**config.mk**
```make
export PLATFORM = sky130hd
export DESIGN_NAME = bbcdr_loop_filter
export DESIGN_NICKNAME = d
export VERILOG_FILES = /design/src/rtl/bbcdr_loop_filter.sv
export SDC_FILE = /design/constraint.sdc
export NUM_CORES = 1
export LEC_CHECK = 0
export BUFFER_PORTS_ARGS = -buffer_cell sky130_fd_sc_hd__buf_4
export CAP_MARGIN = 25
export CORE_ASPECT_RATIO = 1.25
export CORE_MARGIN = 5
export CORE_UTILIZATION = 45
export DETAILED_ROUTE_END_ITERATION = 10
export GPL_TIMING_DRIVEN = 0
export PLACE_DENSITY = 0.73
export RECOVER_POWER = 100
export REMOVE_ABC_BUFFERS = 1
export SLEW_MARGIN = 25
export SYNTH_ARGS = -nofsm -noshare
export SYNTH_HDL_FRONTEND = slang
export SYNTH_SLANG_ARGS = --single-unit
export TNS_END_PERCENT = 5
```
**constraint.sdc**
```tcl
create_clock -name clk -period 25.2 [get_ports clk]
set_clock_uncertainty 0.05 [all_clocks]
set_input_delay 6.3 -clock clk [delete_from_list [all_inputs] [get_ports clk]]
set_output_delay 6.3 -clock clk [all_outputs]
set_load 0.01 [all_outputs]
```
**src/rtl/bbcdr_loop_filter.sv**
```systemverilog
// Bang-bang CDR digital loop filter.
// Votes from the phase detector are summed over a window of DECIM cycles.
// The sign of each window drives a proportional-plus-integral update of a
// phase accumulator, whose upper bits form the phase-interpolator code.
// A saturating counter of alternating decisions provides a lock indicator.
module bbcdr_loop_filter #(
    parameter int DECIM     = 8,
    parameter int PI_BITS   = 7,
    parameter int FRAC_BITS = 8,
    parameter int INT_BITS  = 12,
    parameter int KP        = 16,
    parameter int KI        = 1,
    parameter int LOCK_CNT  = 16,
    parameter int INIT_CODE = 0
) (
    input  logic                       clk,
    input  logic                       rst,
    input  logic                       up,
    input  logic                       dn,
    input  logic                       freeze,
    output logic [PI_BITS-1:0]         pi_code,
    output logic                       upd,
    output logic signed [INT_BITS-1:0] integ,
    output logic [1:0]                 dec,
    output logic                       lock
);

    localparam int PH_W  = PI_BITS + FRAC_BITS;
    localparam int CNT_W = $clog2(DECIM);
    localparam int SUM_W = $clog2(DECIM + 1) + 1;
    localparam int LCK_W = $clog2(LOCK_CNT + 1);
    // Wide enough to hold integ plus any 32-bit gain step without overflow.
    localparam int IS_W  = INT_BITS + 33;

    localparam logic [CNT_W-1:0] CNT_LAST = CNT_W'(DECIM - 1);
    localparam logic [LCK_W-1:0] LCK_MAX  = LCK_W'(LOCK_CNT);

    // Symmetric integral limits: the most negative code is never used.
    localparam longint                      INT_MAX_L = (longint'(1) <<< (INT_BITS - 1)) - 1;
    localparam logic signed [INT_BITS-1:0]  INT_HI    = INT_BITS'(INT_MAX_L);
    localparam logic signed [INT_BITS-1:0]  INT_LO    = -INT_HI;
    localparam logic signed [IS_W-1:0]      SAT_HI    = IS_W'(INT_MAX_L);
    localparam logic signed [IS_W-1:0]      SAT_LO    = -SAT_HI;

    localparam logic [PH_W-1:0] PHASE_INIT = {PI_BITS'(INIT_CODE), FRAC_BITS'(0)};

    // Direction of the most recent nonzero decision.
    typedef enum logic [1:0] {
        DIR_NONE,
        DIR_POS,
        DIR_NEG
    } dir_t;

    // Window state
    logic [CNT_W-1:0]         cnt;
    logic signed [SUM_W-1:0]  win_sum;
    logic signed [SUM_W-1:0]  win_total;
    logic signed [1:0]        vote;
    logic signed [1:0]        dsgn;
    logic                     win_end;

    // Loop filter datapath
    logic signed [IS_W-1:0]     ki_term;
    logic signed [IS_W-1:0]     integ_sum;
    logic signed [INT_BITS-1:0] integ_new;
    logic [PH_W-1:0]            phase;
    logic [PH_W-1:0]            kp_term;
    logic [PH_W-1:0]            integ_ext;
    logic [PH_W-1:0]            phase_next;

    // Lock tracking
    logic [LCK_W-1:0] lock_cnt;
    logic [LCK_W-1:0] lock_cnt_next;
    dir_t             last_dir;
    dir_t             last_dir_next;
    dir_t             this_dir;

    // Vote for this cycle from the early/late detector pair
    always_comb begin
        // NOTE: every combinational output gets a default first, so no path leaves it unassigned and no latch is inferred.
        vote = 2'sb00;
        case ({up, dn})
            2'b10:   vote = 2'sb01;
            2'b01:   vote = 2'sb11;
            default: vote = 2'sb00;
        endcase
    end

    // Window total including the current vote, and its sign as the decision
    always_comb begin
        win_total = win_sum + SUM_W'(vote);
        win_end   = (cnt == CNT_LAST) && !freeze;
        if (win_total == '0) begin
            dsgn = 2'sb00;
        end else if (win_total[SUM_W-1]) begin
            dsgn = 2'sb11;
        end else begin
            dsgn = 2'sb01;
        end
    end

    // Saturating integral update and the resulting modular phase step
    always_comb begin
        ki_term = '0;
        kp_term = '0;
        case (dsgn)
            2'sb01: begin
                ki_term = IS_W'(KI);
                kp_term = PH_W'(KP);
            end
            2'sb11: begin
                ki_term = -IS_W'(KI);
                kp_term = -PH_W'(KP);
            end
            default: begin
                ki_term = '0;
                kp_term = '0;
            end
        endcase

        integ_sum = IS_W'(integ) + ki_term;
        if (integ_sum > SAT_HI) begin
            integ_new = INT_HI;
        end else if (integ_sum < SAT_LO) begin
            integ_new = INT_LO;
        end else begin
            integ_new = INT_BITS'(integ_sum);
        end

        // Sign-extend the new integral; the sum wraps freely in both directions.
        integ_ext  = PH_W'(integ_new);
        phase_next = phase + kp_term + integ_ext;
    end

    // Alternation counting: opposite sign advances, same sign restarts, zero holds
    always_comb begin
        lock_cnt_next = lock_cnt;
        last_dir_next = last_dir;
        this_dir      = (dsgn == 2'sb01) ? DIR_POS : DIR_NEG;
        if (dsgn != 2'sb00) begin
            last_dir_next = this_dir;
            if (last_dir == this_dir) begin
                lock_cnt_next = '0;
            end else if (last_dir != DIR_NONE && lock_cnt != LCK_MAX) begin
                lock_cnt_next = lock_cnt + LCK_W'(1);
            end
        end
    end

    // Vote window: count cycles and accumulate votes, restarting at each window end
    always_ff @(posedge clk) begin
        // NOTE: non-blocking assignments so every register samples pre-edge values regardless of block order.
        if (rst) begin
            cnt     <= '0;
            win_sum <= '0;
        end else if (!freeze) begin
            if (cnt == CNT_LAST) begin
                cnt     <= '0;
                win_sum <= '0;
            end else begin
                cnt     <= cnt + CNT_W'(1);
                win_sum <= win_total;
            end
        end
    end

    // Loop filter state: integral, phase and the registered decision outputs
    always_ff @(posedge clk) begin
        if (rst) begin
            integ <= '0;
            phase <= PHASE_INIT;
            upd   <= 1'b0;
            dec   <= 2'b00;
        end else begin
            upd <= win_end;
            if (win_end) begin
                integ <= integ_new;
                phase <= phase_next;
                dec   <= dsgn;
            end
        end
    end

    // Lock indicator: registered compare of the alternation count with its cap
    always_ff @(posedge clk) begin
        if (rst) begin
            lock_cnt <= '0;
            last_dir <= DIR_NONE;
            lock     <= 1'b0;
        end else if (win_end) begin
            lock_cnt <= lock_cnt_next;
            last_dir <= last_dir_next;
            lock     <= (lock_cnt_next == LCK_MAX);
        end
    end

    assign pi_code = phase[PH_W-1:FRAC_BITS];

endmodule

```
==> results.toml, run 1 <==
[outcome]
status = "complete, but fails checks"
violations = "capacitance limit, slew limit"

[run]
cap_viol_max_count = 2

[critical_path]
cp_data_required_time_ps = 25330
crit_path_end_kind = "register"
crit_top_cell = "ha_1"
path_class = "in -> reg"
cp.arrival_ps = 19980
cp_slowest_cell = "clkinvlp_2"
crit_path_start_kind = "input pin"
worstPathMaxFanout = 32
crit_buf_inv = 5
crit_family = "simple AND/OR/NAND/NOR gates"
slowest_delay_ps = 1910

[global_routing]
grtUsageMet2_pct = 31.39
antenna_found_initial = 0
grt_pass1_vias = 3897
grtUsageTotal_pct = 18.44
globalRouteMet1Util_pct = 22.88
overflow = 0
top_usage_layer = "met2"
grt_pass1_wl_mm = 18.32
grt_max_degree = 47
use_met3_pct = 1.962

[final_layout]
area_delta_synth_final_pct = 4.893
drive_gt1_share_pct = 4.174
diodes = 0
final_cells = 701
layout.nets = 624
design_area_sq_um = 4613

[timing]
rsz0062_at_grt = "false"
setup_tns_ps = 0
max_freq_mhz = 50.39
worst_pin_slew_ps = 2393
relSlewSlack_pct = -60.09
hold_viol = 0
setup_violations = 0
finalCritPeriodShare_pct = 78.75
maxSlewViolCount = 80
worst_slack_ps = 5356
finalCriticalPeriod_ps = 19840

[yosys]
yosys.area.top_type_share_pct = 20.94
synthTopCellsByCount = "nand2_1, a21oi_1, dfxtp_1, nor2_1, ha_1"
ys_async_sr_fraction_pct = 0
yosysSeqAreaShare_pct = 20.94
ys_types = 70
netlist_instances = 583
syn_area_sq_um = 4398
synthFlopType = "dfxtp_1"
synth_warnings = 0
synth_edf_count = 0
syn_area_per_cell_sq_um = 7.544
ys_top_cells_by_area = "dfxtp_1, ha_1, a21oi_1, nand2_1, xnor2_1"
yosysMostFrequentCell = "nand2_1"
post-synth-top-area-cell = "dfxtp_1"
synth_seq_cells = 46

[drt]
route.vias.total = 4206
drtIter0Drc = 310
wl_per_cell_microns = 15.55
dr.pass1.iters = 4
viasPerCell = 6.000
routed_wl_mm = 10.90
ant_nets = 0
drc = 0

[die]
die-area_sq_um = 11860
core-area_sq_um = 9609
rows = 40
die_h_microns = 120.5
initial_core_util_pct = 45.77
die_x_microns = 98.42
io_pins = 28

[clocking]
postCtsSetupRepairBufs = 0
worstSkewPairLatency_ps = 290
htree_levels = 2
ctsHoldBuffers = 0
root_buffer = "clkbuf_16"
cts_buffers = 5
tritoncts = "done"
cts_resized = 0
cts.path.max_buffers = 2
cts.clk_slew.worst_paths_ps = 60
clock-sinks = 46

[placement]
dpl_cell_area_sq_um = 4593
placed_cells = 693
routabilityCongestion = 0.9421
place_hpwl_mm = 7.991
io_buffers = 27
dp_slack_ps = 8649

[power_and_ir_drop]
ir_worst_vdd_mv = 0.02915
power.density_nw_per_um2 = 56.53
power_uw = 260.8
p_leak_nw = 1.805

[min_path]
hold_path.class = "reg -> reg"
==> cell type report <==
cell class | count | area, sq um
Clock inverter | 2 | 13.76
Tap cell | 126 | 157.7
Fill cell | 991 | 4996
Inverter | 15 | 57.56
Clock buffer | 6 | 128.9
Multi-Input combinational cell | 477 | 3183
Timing Repair Buffer | 29 | 151.4
Sequential cell | 46 | 920.9
==> sequential cells by signal (all words and copies together) (netlist names) <==
signal	flops
cnt	3
last_dir	2
integ	12
lock_cnt	5
upd	1
dec	2
lock	1
phase	15
win_sum	5
==> stage by stage <==
step                      util (%)  hold slack, ps
after floorplan                  -           380.1
after global placement       47.25           393.2
after detailed placement     47.80           402.6
after CTS                    49.28           409.8
after global routing         48.01           427.8
final                        48.01           409.5
==> layout by cell type (no fill, tap or decap), types with 4 or more instances in the layout <==
| cell | count |
|---|---|
| nand4_1 | 8 |
| or3_1 | 6 |
| dfxtp_1 | 46 |
| inv_1 | 14 |
| o211ai_1 | 4 |
| clkbuf_1 | 25 |
| nor4_1 | 5 |
| a31o_2 | 4 |
| a21o_1 | 13 |
| a311oi_1 | 4 |
| o21ai_0 | 25 |
| or4_1 | 8 |
| nand3_1 | 14 |
| mux2i_1 | 6 |
| a31oi_1 | 7 |
| nor3_1 | 23 |
| nand2b_1 | 7 |
| ha_1 | 42 |
| nor3b_1 | 5 |
| a22oi_1 | 5 |
| a211oi_1 | 11 |
| nor2_1 | 45 |
| xnor2_1 | 28 |
| nand2_1 | 72 |
| xor2_1 | 9 |
| a21oi_1 | 59 |
| clkbuf_16 | 5 |
| and3_1 | 8 |
| o21bai_1 | 4 |
==> final timing paths <==
| kind | slack [ps] | endpoint | cells past startpoint | startpoint |
|---|---|---|---|---|
| setup / recovery | 5360 | phase[13]$_SDFFE_PP0P_ | 40 | up |
| hold / removal | 410 | phase[6]$_SDFFE_PP0P_ | 2 | phase[6]$_SDFFE_PP0P_ |
| setup reg to reg | 11470 | phase[13]$_SDFFE_PP0P_ | 37 | win_sum[1]$_SDFFE_PP0N_ |
| hold reg to reg | 410 | phase[6]$_SDFFE_PP0P_ | 2 | phase[6]$_SDFFE_PP0P_ |
==> tightest hold or removal path, stage by stage, from the launching register on <==
cell and delay (ps):
dfxtp_1 310, nand2_1 50, a21oi_1 50
==> cell families after synthesis <==
kind of cell	count (synthesis)	synth area share, %
compound gates	162	24.21
simple gates	227	26.52
flops	46	20.94
fa+ha+maj	45	13.31
mux	6	1.366
xor+xnor	37	7.369
buf+inv	60	6.287
==> where the power goes <==
part / internal, mW / switching, mW / leakage (nW)
sequential: 0.0737 / 0.00140 / 0.371
clock: 0.0369 / 0.0292 / 0.0708
combinational: 0.0509 / 0.0687 / 1.36
total: 0.162 / 0.0993 / 1.80
==> metal layers <==
metal	wire length (microns)	up-vias	share of wire [%]
li1	-	2110	-
met1	4720	1954	43
met2	5351	118	49
met3	438	24	4.0
met4	390	0	3.6
met5	0	-	0
(Power assumes the default switching activity.)
==> run 2: changes to the inputs <==
- PLACE_DENSITY: 0.73 -> 0.75
- clock period: 25.2 -> 18.09 ns (I/O delays scaled with it)
==> results.toml, run 2 (synthesis results as in run 1) <==
[drt]
ant_nets = 0
dr.pass1.iters = 4
drtIter0Drc = 251
drc = 0
wl_per_cell_microns = 16.33
viasPerCell = 6.060
route.vias.total = 4248
routed_wl_mm = 11.45

[timing]
setup_violations = 0
maxSlewViolCount = 47
setup_tns_ps = 0
rsz0062_at_grt = "false"
worst_pin_slew_ps = 2152
hold_viol = 0
finalCritPeriodShare_pct = 86.83
whs_ps = 416.5
max_freq_mhz = 63.66
finalCriticalPeriod_ps = 15710
relSlewSlack_pct = -43.44
worst_slack_ps = 2382

[critical_path]
crit_start = "up"
worstPathMaxFanout = 32
r2r_start = "win_sum[1]$_SDFFE_PP0N_"
crit_path_end_kind = "register"
crit_buf_inv = 5
crit_family = "simple AND/OR/NAND/NOR gates"
slowest_delay_ps = 1090
cp_slowest_cell = "clkinvlp_2"
crit_path_start_kind = "input pin"
cp_data_required_time_ps = 18230
path_class = "in -> reg"
cp.arrival_ps = 15840
crit_top_cell = "ha_1"

[clocking]
tritoncts = "done"
clock-sinks = 46
ctsHoldBuffers = 0
cts.path.max_buffers = 2
cts_buffers = 5
root_buffer = "clkbuf_16"
cts.clk_slew.worst_paths_ps = 70
htree_levels = 2
worstSkewPairLatency_ps = 290
cts_resized = 0
postCtsSetupRepairBufs = 0

[power_and_ir_drop]
p_leak_nw = 1.825
ir_worst_vdd_mv = 0.05693
power.density_nw_per_um2 = 82.32

[final_layout]
drive_gt1_share_pct = 4.696
layout_commonest_cell = "nand2_1"
largestRegisters = "phase (15), integ (12)"
largest_reg_flops = 15
area_delta_synth_final_pct = 5.946
diodes = 0
layout.nets = 624
regMostFlops = "phase"
final_cells = 701
layout_common_cells = "nand2_1, a21oi_1, dfxtp_1, nor2_1, ha_1"

[placement]
routabilityCongestion = 0.9697
placed_cells = 693
io_buffers = 27
place_hpwl_mm = 8.343
dp_slack_ps = 3320

[die]
die_h_microns = 120.5
io_pins = 28
die_x_microns = 98.42
core-area_sq_um = 9609
die-area_sq_um = 11860
initial_core_util_pct = 45.77
rows = 40

[min_path]
hp-start = "lock$_SDFFE_PP0P_"
hold_path.class = "reg -> reg"

[outcome]
violations = "capacitance limit, slew limit"
status = "complete, but fails checks"

[global_routing]
grt_pass1_vias = 4027
grt_pass1_wl_mm = 18.98
antenna_found_initial = 0
overflow = 0
grtUsageTotal_pct = 18.93
grt_max_degree = 47

[run]
cap_viol_max_count = 1
## run 2: path summary, 6_finish.rpt
kind	endpoint	slack, ps	depth (start not counted)
hold reg to reg	lock$_SDFFE_PP0P_	420	1
setup / recovery	phase[13]$_SDFFE_PP0P_	2380	40
hold / removal	lock$_SDFFE_PP0P_	420	1
setup reg to reg	phase[13]$_SDFFE_PP0P_	6730	37
## run 2: layout make-up
type,instances,area (sq um)
Fill cell,976,4950
Multi-Input combinational cell,477,3203
Sequential cell,46,920.9
Tap cell,126,157.7
Timing Repair Buffer,29,151.4
Clock buffer,5,125.1
Inverter,15,57.56
Clock inverter,3,43.79
## run 2: layer usage
| layer | part of all wire, % | track usage, % | wire length (microns) |
|---|---|---|---|
| met1 | 44 | 22.76 | 5024 |
| met2 | 49 | 33.33 | 5649 |
| met3 | 3.0 | 1.673 | 347 |
| met4 | 3.7 | 9.735 | 425 |
| met5 | 0 | 0 | 0 |
## run 2: power breakdown
part           switching (mW)  total (mW)  leakage (nW)  internal, mW
combinational          0.0996       0.171          1.37        0.0717
clock                  0.0422       0.108        0.0842        0.0655
sequential            0.00200       0.105         0.371         0.103
## run 2: through the flow
stage,total power [mW],area (sq um),util (%)
after global routing,0.4095,4659,48.49
final,0.3836,4659,48.49
after detailed placement,0.2752,4593,47.80
after floorplan,0.2403,4180,-
after global placement,0.2674,4541,47.25
after CTS,0.3841,4762,49.56
==> run 3: changes to the inputs <==
- ABC_CLOCK_PERIOD_IN_PS: default -> 18090
- CORE_UTILIZATION: 45 -> 55
- PLACE_DENSITY: 0.75 -> 0.87
==> results.toml, run 3 (synthesis results as in run 1) <==
[critical_path]
r2r_start = "win_sum[1]$_SDFFE_PP0N_"
crit_path_start_kind = "input pin"
slowest_delay_ps = 1100
cp.arrival_ps = 15990
crit_path_end_kind = "register"
r2r_cells = 37
cp_data_required_time_ps = 18250
crit_start = "up"
path_class = "in -> reg"
cp_slowest_cell = "clkinvlp_2"
r2r_end = "phase[13]$_SDFFE_PP0P_"
worstPathMaxFanout = 32
reg2reg_slack_ps = 6560
setup.worst_path.end = "phase[13]$_SDFFE_PP0P_"
crit_top_cell = "ha_1"

[timing]
worst_pin_slew_ps = 2156
worst_slack_ps = 2260
hold_viol = 0
finalCritPeriodShare_pct = 87.51
maxSlewViolCount = 47
max_freq_mhz = 63.17
rsz0062_at_grt = "false"
relSlewSlack_pct = -43.72
setup_tns_ps = 0
finalCriticalPeriod_ps = 15830
setup_violations = 0

[clocking]
cts_resized = 0
cts.clk_slew.worst_paths_ps = 90
cts.path.max_buffers = 2
worstSkewPairLatency_ps = 310
postCtsSetupRepairBufs = 0
tritoncts = "done"
clock-sinks = 46
root_buffer = "clkbuf_8"
cts_buffers = 5
htree_levels = 2
ctsHoldBuffers = 0

[global_routing]
grt_pass1_vias = 4138
overflow = 0
antenna_found_initial = 0
grt_max_degree = 47
grtUsageTotal_pct = 22.82
grt_pass1_wl_mm = 19.04

[placement]
io_buffers = 27
place_hpwl_mm = 8.122
dp_slack_ps = 3344
routabilityCongestion = 0.9877

[final_layout]
regMostFlops = "phase"
layout_commonest_cell = "nand2_1"
diodes = 0
largest_reg_flops = 15
final_util_pct = 58.17
layout_common_cells = "nand2_1, a21oi_1, dfxtp_1, nor2_1, ha_1"
layout.nets = 624
largestRegisters = "phase (15), integ (12)"
area_delta_synth_final_pct = 3.073
drive_gt1_share_pct = 4.696

[die]
die_x_microns = 89.98
initial_core_util_pct = 56.44
die-area_sq_um = 9896
core-area_sq_um = 7792
io_pins = 28
die_h_microns = 110.0
rows = 36

[drt]
dr.pass1.iters = 5
route.vias.total = 4309
viasPerCell = 6.431
drc = 0
routed_wl_mm = 11.22
drtIter0Drc = 405
wl_per_cell_microns = 16.74
ant_nets = 0

[min_path]
hold_path.class = "reg -> reg"
hp-start = "phase[5]$_SDFFE_PP0P_"

[run]
cap_viol_max_count = 1

[outcome]
status = "complete, but fails checks"
violations = "capacitance limit, slew limit"

[power_and_ir_drop]
p_leak_nw = 1.784
ir_worst_vdd_mv = 0.05907
power.density_nw_per_um2 = 75.39
[run 3: routing by layer]
layer	up-vias	share of wire (%)	GRT usage (%)
met5	-	0	0
met4	0	3.1	10.21
met3	25	4.4	2.580
met2	144	51	42.57
met1	2042	42	26.28
li1	2098	-	-
[run 3: metrics by stage]
step	total power [mW]	cells	hold slack (ps)	area [sq um]
3_5_place_dp	0.2750	662	407.8	4547
2_1_floorplan	0.2403	538	380.1	4180
6_report	0.3418	670	417.6	4533
5_1_grt	0.3657	670	445.5	4533
4_1_cts	0.3407	670	418.8	4633
3_3_place_gp	0.2657	660	392.9	4502
[run 3: worst min-delay path by stage]
stage                                  to  slack (ps)  depth (start not counted)
floorplan           phase[5]$_SDFFE_PP0P_         380                          2
global placement    phase[5]$_SDFFE_PP0P_         390                          2
detailed placement  phase[5]$_SDFFE_PP0P_         410                          2
CTS                 phase[5]$_SDFFE_PP0P_         420                          2
global route        phase[5]$_SDFFE_PP0P_         450                          2
finish              phase[5]$_SDFFE_PP0P_         420                          2
[run 3: where the power goes]
part	internal [mW]	switching (mW)	leakage [nW]	total, mW
clock	0.0274	0.0384	0.0452	0.0658
combinational	0.0717	0.0997	1.37	0.171
sequential	0.103	0.00204	0.371	0.105
total	0.202	0.140	1.78	0.342
[run 3: worst max-delay path, delay by kind of cell]
family | cells | cell delay (ps)
AOI/OAI and AO/OA | 14 | 2880
xor gates and xnor gates | 2 | 240
adders and majority gates | 8 | 2460
buffers and inverters | 5 | 1750
and+or+nand+nor | 11 | 4120
[run 3: final cells by class]
cell class / count / area [sq um]
Fill cell: 746 / 3259
Tap cell: 95 / 118.9
Clock inverter: 2 / 13.76
Inverter: 15 / 57.56
Timing Repair Buffer: 29 / 143.9
Sequential cell: 46 / 920.9
Multi-Input combinational cell: 477 / 3206
Clock buffer: 6 / 72.57
